[config.mk]
export PLATFORM = sky130hd
export DESIGN_NAME = count_dreg_unit
export DESIGN_NICKNAME = d
export VERILOG_FILES = /design/src/rtl/count_dreg_unit.sv
export SDC_FILE = /design/constraint.sdc
export NUM_CORES = 1
export LEC_CHECK = 0
export CAP_MARGIN = 20
export CELL_PAD_IN_SITES_DETAIL_PLACEMENT = 1
export CELL_PAD_IN_SITES_GLOBAL_PLACEMENT = 1
export CORE_ASPECT_RATIO = 1.25
export CORE_MARGIN = 3
export CORE_UTILIZATION = 52
export CTS_CLUSTER_SIZE = 30
export DETAILED_ROUTE_END_ITERATION = 7
export DONT_BUFFER_PORTS = 1
export PLACE_DENSITY = 0.84
export REMOVE_ABC_BUFFERS = 1
export SLEW_MARGIN = 20
export SYNTH_ARGS = -nofsm -noshare
export SYNTH_HDL_FRONTEND = slang
export SYNTH_SLANG_ARGS = --single-unit
[constraint.sdc]
create_clock -name clk -period 2.5 [get_ports clk]
set_input_delay 0.125 -clock clk [delete_from_list [all_inputs] [get_ports clk]]
set_output_delay 0.125 -clock clk [all_outputs]
set_load 0.02 [all_outputs]
[src/rtl/count_dreg_unit.sv]
// Loadable up-counter plus an enabled D register sharing clock and asynchronous reset.
// Define COUNT_SATURATE_EN to make the counter stop at all-ones instead of wrapping.
module count_dreg_unit #(
   parameter int COUNT_WIDTH = 4,
   parameter int D_WIDTH     = 32
) (
   input  logic                   clk,
   input  logic                   rst,
   input  logic                   count_en,
   input  logic                   load,
   input  logic [COUNT_WIDTH-1:0] count_load,
   output logic [COUNT_WIDTH-1:0] count,
   input  logic                   reg_en,
   input  logic [D_WIDTH-1:0]     d,
   output logic [D_WIDTH-1:0]     q
);

   localparam logic [COUNT_WIDTH-1:0] count_one = COUNT_WIDTH'(1);
   localparam logic [COUNT_WIDTH-1:0] count_max = '1;

   logic [COUNT_WIDTH-1:0] count_q, count_d;
   logic [D_WIDTH-1:0]     q_q, q_d;

   // NOTE: every always_comb output gets a default first, so no path leaves it unassigned (no latch).
   always_comb begin
      count_d = count_q;
      if (load) begin
         count_d = count_load;
      end else if (count_en) begin
`ifdef COUNT_SATURATE_EN
         if (count_q != count_max) count_d = count_q + count_one;
`else
         count_d = count_q + count_one;
`endif
      end
   end

   always_comb begin
      q_d = q_q;
      if (reg_en) q_d = d;
   end

   // NOTE: state is updated with non-blocking assignments only, so all flops sample the same edge.
   always_ff @(posedge clk or posedge rst) begin
      if (rst) begin
         count_q <= '0;
         q_q     <= '0;
      end else begin
         count_q <= count_d;
         q_q     <= q_d;
      end
   end

   assign count = count_q;
   assign q     = q_q;

endmodule

==> reports/results.tsv, run 1 <==
stage	metric	value	unit
yosys	Seq/Total Area, Yosys	58.3	%
clock_tree	post-CTS setup buffer count	0	
floorplanning	die span in x	54.8	um
yosys	Syn Std Cell Area	1550	sq um
yosys	Yosys Warn Count	0	
yosys	leading post-synthesis cells by cell area	dfrtp_1 58%, mux2_4 29%, buf_12 3.9%	
clock_tree	Clock Tree Buf Depth	2	
run_status	halt point of the flow	clock tree synthesis	
clock_tree	total CTS buffers	5	
floorplanning	Initial Util	56.0	%
place	Detail Placement HPWL	2160	um
floorplanning	Top Ports	77	
clock_tree	# clock sinks	36	
yosys	Seq cells post-synth	36	
place	placer congestion estimate	0.617	
run_status	Run Error	[ERROR DPL-0033] detailed placement checks failed during check placement.	
yosys	Synth cell types	13	
floorplanning	Die H	66.9	um
yosys	area leader, netlist	dfrtp_1	
clock_tree	Root Driver	clkbuf_4	
yosys	synthesized instance count	87	
run_status	status	aborted with a tool error	
yosys	top-area cell type share of the netlist area	58.3	%
place	IO buf count	0	
floorplanning	Rows	21	
yosys	Avg Cell Area, Syn	17.8	sq um
clock_tree	# hold bufs at CTS	71	
clock_tree	post-CTS sizing	0	
clock_tree	H-tree lvl count	2	
## kinds of logic after synthesis
family | count (synthesis) | synth area share (%)
simple gates | 5 | 1.38
fa+ha+maj | 1 | 0.810
mux | 34 | 32.0
buf+inv | 5 | 4.86
compound gates | 3 | 0.971
xor+xnor | 3 | 1.70
flops | 36 | 58.3
## Yosys cell counts, drive strengths merged
cell,n
inv,1
o21ai,3
xor2,1
xnor2,2
dfrtp,36
nand2,4
nand4,1
buf,4
ha,1
mux2,33
mux2i,1
## per-stage QoR
stage / util (%) / worst slack (ps) / cell area (sq um) / hold WS, ps / instances
floorplan: - / 1370 / 1470 / 232 / 83
global placement: 55.2 / 1330 / 1520 / 109 / 118
detailed placement: 55.2 / 1290 / 1520 / 117 / 118
==> run 2: changes to the inputs <==
- CELL_PAD_IN_SITES_DETAIL_PLACEMENT: 1 -> not set
- CELL_PAD_IN_SITES_GLOBAL_PLACEMENT: 1 -> not set
- CORE_ASPECT_RATIO: 1.25 -> not set
- CORE_UTILIZATION: 52 -> 40
- CTS_CLUSTER_SIZE: 30 -> not set
- PLACE_DENSITY: 0.84 -> not set
- PLACE_DENSITY_LB_ADDON: not set -> 0.15
==> reports/results.tsv, run 2 <==
stage	metric	value	unit
clock_tree	post-CTS setup buffer count	0	
yosys	number of synthesized flops with an enable pin	0	
yosys	Syn Std Cell Area	1550	sq um
min_path	HP Class	primary input to flip-flop	
global_routing	antenna violations before repair	0	
clock_tree	Root Driver	clkbuf_8	
cells_and_area	fin cells	197	
cells_and_area	Synth-to-Final Area Change	44.8	%
critical_path	CP endpoint kind	flip-flop	
place	placed cell count	130	
cells_and_area	final instance area	2240	sq um
yosys	top post-synthesis cells by count	36 x dfrtp_1, 30 x mux2_4, 4 x nand2_1	
place	dpl cell area	1540	sq um
yosys	ys flop type	dfrtp_1	
power_and_ir_drop	Max VDD drop	0.000338	V
sta	Hold Vio Cnt, Final	0	
detailed_routing	via count	951	
critical_path	WP data required	2660	ps
clock_tree	total CTS buffers	5	
global_routing	largest net degree at the start of global routing	33	
detailed_routing	initial drt markers	26	
yosys	Synth cell types	13	
floorplanning	Initial Util	43.9	%
yosys	Synth async-reset ratio	100	%
detailed_routing	drc violations	0	
clock_tree	# clock sinks	36	
run_status	status	finished clean	
sta	Fmax	683	MHz
clock_tree	clk slew on worst S/H paths	70	ps
power_and_ir_drop	Logic pwr share	15.5	%
power_and_ir_drop	Sw Share	25.5	%
critical_path	kind of critical path	flip-flop to flip-flop	
sta	Rel. slew slack	44.0	%
floorplanning	Top Ports	77	
global_routing	total grt overflow	0	
detailed_routing	DR WL/cell	18.4	um
sta	Final Max Tran Viols	0	
sta	RSZ-0062 raised after global routing	false	
job	Max Cap Viol	0	
yosys	area leader, netlist	dfrtp_1	
sta	slew at the pin with the worst max-slew slack	838	ps
yosys	Yosys Warn Count	0	
clock_tree	CTS tree	yes	
yosys	leading post-synthesis cells by cell area	dfrtp_1 58%, mux2_4 29%, buf_12 3.9%	
sta	final cycle utilization of the critical path	58.6	%
detailed_routing	final wirelength	3630	um
floorplanning	die span in x	68.2	um
sta	slack of the critical path	1040	ps
global_routing	total track usage	15.9	%
cells_and_area	most frequent cells in the layout	59 x dlygate4sd3_1, 36 x dfrtp_1, 30 x mux2_4	
sta	Final setup viols	0	
cells_and_area	ANT cells	0	
sta	hold_ws	2.40	ps
power_and_ir_drop	total power	1.49	mW
power_and_ir_drop	power per cell area	664	nW/um^2
cells_and_area	Net count, final	192	
critical_path	crit path DAT	1630	ps
place	IO buf count	0	
critical_path	crit-path max FO	2	
sta	final setup TNS	0	ps
floorplanning	Rows	21	
cells_and_area	FILL cells	287	
yosys	top-count cell post-synth	dfrtp_1	
critical_path	Worst setup SP type	flip-flop	
power_and_ir_drop	leakage	1.03	nW
sta	Min Clock Period, post-route	1460	ps
cells_and_area	most common cell after layout, fill and taps aside	dlygate4sd3_1	
yosys	top-area cell type share of the netlist area	58.3	%
clock_tree	H-tree lvl count	2	
yosys	Seq/Total Area, Yosys	58.3	%
global_routing	global-route wire length before repair	5140	um
yosys	synthesized instance count	87	
power_and_ir_drop	share of power burned in the clock network	32.7	%
detailed_routing	Antenna Violating Nets Remaining	0	
power_and_ir_drop	Seq pwr share	51.8	%
detailed_routing	drt pass-1 iters	4	
floorplanning	DIE AREA	4650	sq um
floorplanning	core area	3520	sq um
place	Post-Place Worst Slack	1300	ps
yosys	Seq cells post-synth	36	
cells_and_area	share of layout cells above drive strength 1	27.2	%
power_and_ir_drop	internal power	1.11	mW
cells_and_area	final core area utilization	63.5	%
clock_tree	Clock Latency Late Sink	270	ps
clock_tree	Clock Tree Buf Depth	2	
cells_and_area	Largest register FFs	32	
yosys	Avg Cell Area, Syn	17.8	sq um
floorplanning	Die H	68.2	um
power_and_ir_drop	P_sw	0.378	mW
global_routing	vias in the first global route	1057	
detailed_routing	DR vias/cell	4.83	
place	placer congestion estimate	0.604	
sta	clock skew	0.212	ps
==> run 2: cell counts after synthesis <==
No cell type changed its count.
==> run 2: path summary, 6_finish.rpt <==
| check | startpoint | depth (start not counted) | end | slack (ps) |
|---|---|---|---|---|
| min in group asynchronous | rst | 2 | q[9]$_DFFE_PP0P_ | 380 |
| max in group asynchronous | rst | 3 | q[12]$_DFFE_PP0P_ | 1410 |
| setup / recovery | q[29]$_DFFE_PP0P_ | 2 | q[29]$_DFFE_PP0P_ | 1040 |
| hold / removal | count_load[2] | 2 | count[2]$_DFFE_PP0P_ | 2 |
| hold reg to reg | q[14]$_DFFE_PP0P_ | 1 | q[14]$_DFFE_PP0P_ | 670 |
| setup reg to reg | q[29]$_DFFE_PP0P_ | 2 | q[29]$_DFFE_PP0P_ | 1040 |
==> run 2: what timing repair did <==
item	in CTS	in global routing
hold buffers	56	3
hold endpoints to repair	54	11
gates resized for setup	0	0
setup endpoints to repair	0	0
==> run 2: final cells by class <==
cell class,count,area (sq um),area share (%)
timing repair buffer,60,598,26.7
multi-input combinational,46,569,25.4
clock buffer,6,72.6,3.24
sequential,36,901,40.3
inverter,1,3.75,0.168
tap,46,57.6,2.57
clock inverter,2,35.0,1.57
==> run 2: logic make-up (layout without fill, tap and decap cells) <==
kind of cell	after synthesis	in the layout	share of synthesized area, %
AO/OA/AOI/OAI	3	3	0.971
XOR/XNOR	3	3	1.70
adder cells (fa/ha/maj)	1	1	0.810
buffers and inverters	5	69	4.86
flip-flops	36	36	58.3
multiplexers	34	34	32.0
AND/OR/NAND/NOR	5	5	1.38
==> run 2: worst max-delay path, cell delays in order (launching register included) <==
cell           delay, ps
dfrtp_1              460
mux2_4               300
dlygate4sd3_1        580
==> run 2: layer usage <==
layer	track usage [%]	share of wire [%]
met5	0	0
met2	29.0	56
met4	8.19	1.4
met1	16.4	36
met3	4.43	6.6
==> run 2: power groups by stage <==
stage / logic, mW / registers, mW / clock network [mW]
2_1_floorplan: 0.109 / 0.764 / 0
3_3_place_gp: 0.117 / 0.779 / 0
3_5_place_dp: 0.123 / 0.780 / 0
4_1_cts: 0.216 / 0.770 / 0.504
5_1_grt: 0.249 / 0.777 / 0.537
6_report: 0.230 / 0.770 / 0.486
(Power assumes the default switching activity.)
==> run 3: changes to the inputs <==
- clock period: 2.5 -> 1.2 ns (I/O delays scaled with it)
==> reports/results.tsv, run 3 (synthesized netlist as in run 2, its figures left out) <==
stage	metric	value	unit
clock_tree	Clock Latency Late Sink	280	ps
sta	Hold Vio Cnt, Final	32	
place	placer congestion estimate	0.645	
critical_path	R2R setup slack	110	ps
critical_path	Slowest-stage cell, CP	dfrtp_1	
min_path	HP Class	primary input to flip-flop	
job	Max Cap Viol	0	
clock_tree	Root Driver	clkbuf_8	
sta	hold_ws	-61.8	ps
critical_path	crit path DAT	1240	ps
critical_path	crit-path max FO	4	
cells_and_area	Net count, final	176	
cells_and_area	ANT cells	0	
floorplanning	Top Ports	77	
detailed_routing	final wirelength	3120	um
sta	RSZ-0062 raised after global routing	false	
clock_tree	Clock Tree Buf Depth	2	
sta	clock skew	0.491	ps
global_routing	total grt overflow	0	
run_status	failing checks	negative hold slack	
clock_tree	total CTS buffers	5	
sta	final cycle utilization of the critical path	90.5	%
detailed_routing	DR WL/cell	17.2	um
sta	final setup TNS	0	ps
detailed_routing	via count	870	
cells_and_area	Largest register FFs	32	
clock_tree	CTS tree	yes	
run_status	status	complete, but fails checks	
place	dpl cell area	1570	sq um
cells_and_area	most common cell after layout, fill and taps aside	dlygate4sd3_1	
cells_and_area	most frequent cells in the layout	39 x dlygate4sd3_1, 36 x dfrtp_1, 30 x mux2_4	
sta	Min Clock Period, post-route	1090	ps
critical_path	CP endpoint kind	flip-flop	
sta	Final setup viols	0	
floorplanning	die span in x	68.2	um
sta	Fmax	920	MHz
clock_tree	post-CTS sizing	0	
critical_path	kind of critical path	flip-flop to flip-flop	
critical_path	worst reg2reg path endpoint	count[2]$_DFFE_PP0P_	
min_path	Hold Crit Endpoint	q[1]$_DFFE_PP0P_	
detailed_routing	drt pass-1 iters	3	
cells_and_area	Synth-to-Final Area Change	32.8	%
detailed_routing	Antenna Violating Nets Remaining	0	
cells_and_area	FILL cells	275	
cells_and_area	final instance area	2050	sq um
detailed_routing	drc violations	0	
floorplanning	DIE AREA	4650	sq um
power_and_ir_drop	power per cell area	1390	nW/um^2
clock_tree	post-CTS setup buffer count	0	
critical_path	Worst R2R Path Depth	4	
sta	Rel. slew slack	83.8	%
critical_path	CP Cell Sequence	ha_1, nand2_1, xor2_1, o21ai_0	
power_and_ir_drop	Max VDD drop	0.000687	V
floorplanning	Die H	68.2	um
clock_tree	# clock sinks	36	
min_path	hold depth	1	
floorplanning	core area	3520	sq um
detailed_routing	initial drt markers	25	
floorplanning	Initial Util	43.9	%
power_and_ir_drop	leakage	0.958	nW
global_routing	largest net degree at the start of global routing	33	
sta	slew at the pin with the worst max-slew slack	243	ps
critical_path	Worst setup SP type	flip-flop	
global_routing	vias in the first global route	999	
place	IO buf count	0	
critical_path	WP data required	1350	ps
sta	Final Max Tran Viols	0	
clock_tree	# hold bufs at CTS	39	
global_routing	global-route wire length before repair	4850	um
floorplanning	Rows	21	
critical_path	RR Startpoint	count[0]$_DFFE_PP0P_	
critical_path	worst stage delay on the critical path	430	ps
detailed_routing	DR vias/cell	4.81	
global_routing	antenna violations before repair	0	
cells_and_area	share of layout cells above drive strength 1	34.1	%
clock_tree	clk slew on worst S/H paths	70	ps
global_routing	total track usage	14.7	%
clock_tree	H-tree lvl count	2	
min_path	Worst Hold Launch	reg_en	
## run 3: cell types whose count changed in the layout (fill, tap and decap cells not counted)
cell           before  now
clkbuf_8            5    6
buf_4               1    5
dlygate4sd3_1      59   39
clkinv_2            1    2
bufinv_16           1    0
clkbuf_1            1    0
## run 3: worst max path at each step
stage / from / end / slack, ps / cells past startpoint
2_1_floorplan: count[0]$_DFFE_PP0P_ / count[3]$_DFFE_PP0P_ / 70 / 3
3_3_place_gp: count[0]$_DFFE_PP0P_ / count[1]$_DFFE_PP0P_ / 190 / 3
3_5_place_dp: count[0]$_DFFE_PP0P_ / count[2]$_DFFE_PP0P_ / 110 / 4
4_1_cts: count[0]$_DFFE_PP0P_ / count[2]$_DFFE_PP0P_ / 100 / 4
5_1_grt: count[0]$_DFFE_PP0P_ / count[1]$_DFFE_PP0P_ / 8 / 3
6_report: count[0]$_DFFE_PP0P_ / count[2]$_DFFE_PP0P_ / 110 / 4
## run 3: area by class of cell
type                       count  area, sq um  share of cell area, %
clock buffer                   6         82.6                   4.02
multi-input combinational     46          569                   27.7
timing repair buffer          44          428                   20.9
clock inverter                 2         10.0                  0.488
inverter                       1         3.75                  0.183
sequential                    36          901                   43.9
tap                           46         57.6                   2.80
## run 3: critical path: cells and delay by family (launching register included)
family	cells	cell delay [ps]
and+or+nand+nor	1	80
DFF	1	430
adders and majority gates	1	220
AOI/OAI and AO/OA	1	100
xor gates and xnor gates	1	140
## run 3: report_power, final
group          internal (mW)  leakage (nW)  switching, mW
Clock                  0.457        0.0510          0.404
Combinational          0.286         0.485          0.116
Sequential              1.34         0.422          0.243
## run 3: metal layers
layer	global-route usage [%]	part of all wire, %	vias up	wire length, um
li1	-	-	392	-
met1	16.3	37	432	1160
met2	23.2	54	41	1670
met3	5.75	7.8	5	242
met4	9.68	1.5	0	47
met5	0	0	-	0
## run 3: metrics by stage
step                      worst slack, ps  power (mW)  cells  util, %
final                                 114        2.85    181     58.3
after global routing                 8.35        3.01    181     58.3
after CTS                            96.8        2.90    181     58.3
after detailed placement              112        1.91    134     44.6
after global placement                194        1.89    134     44.6
after floorplan                      74.2        1.82     83        -
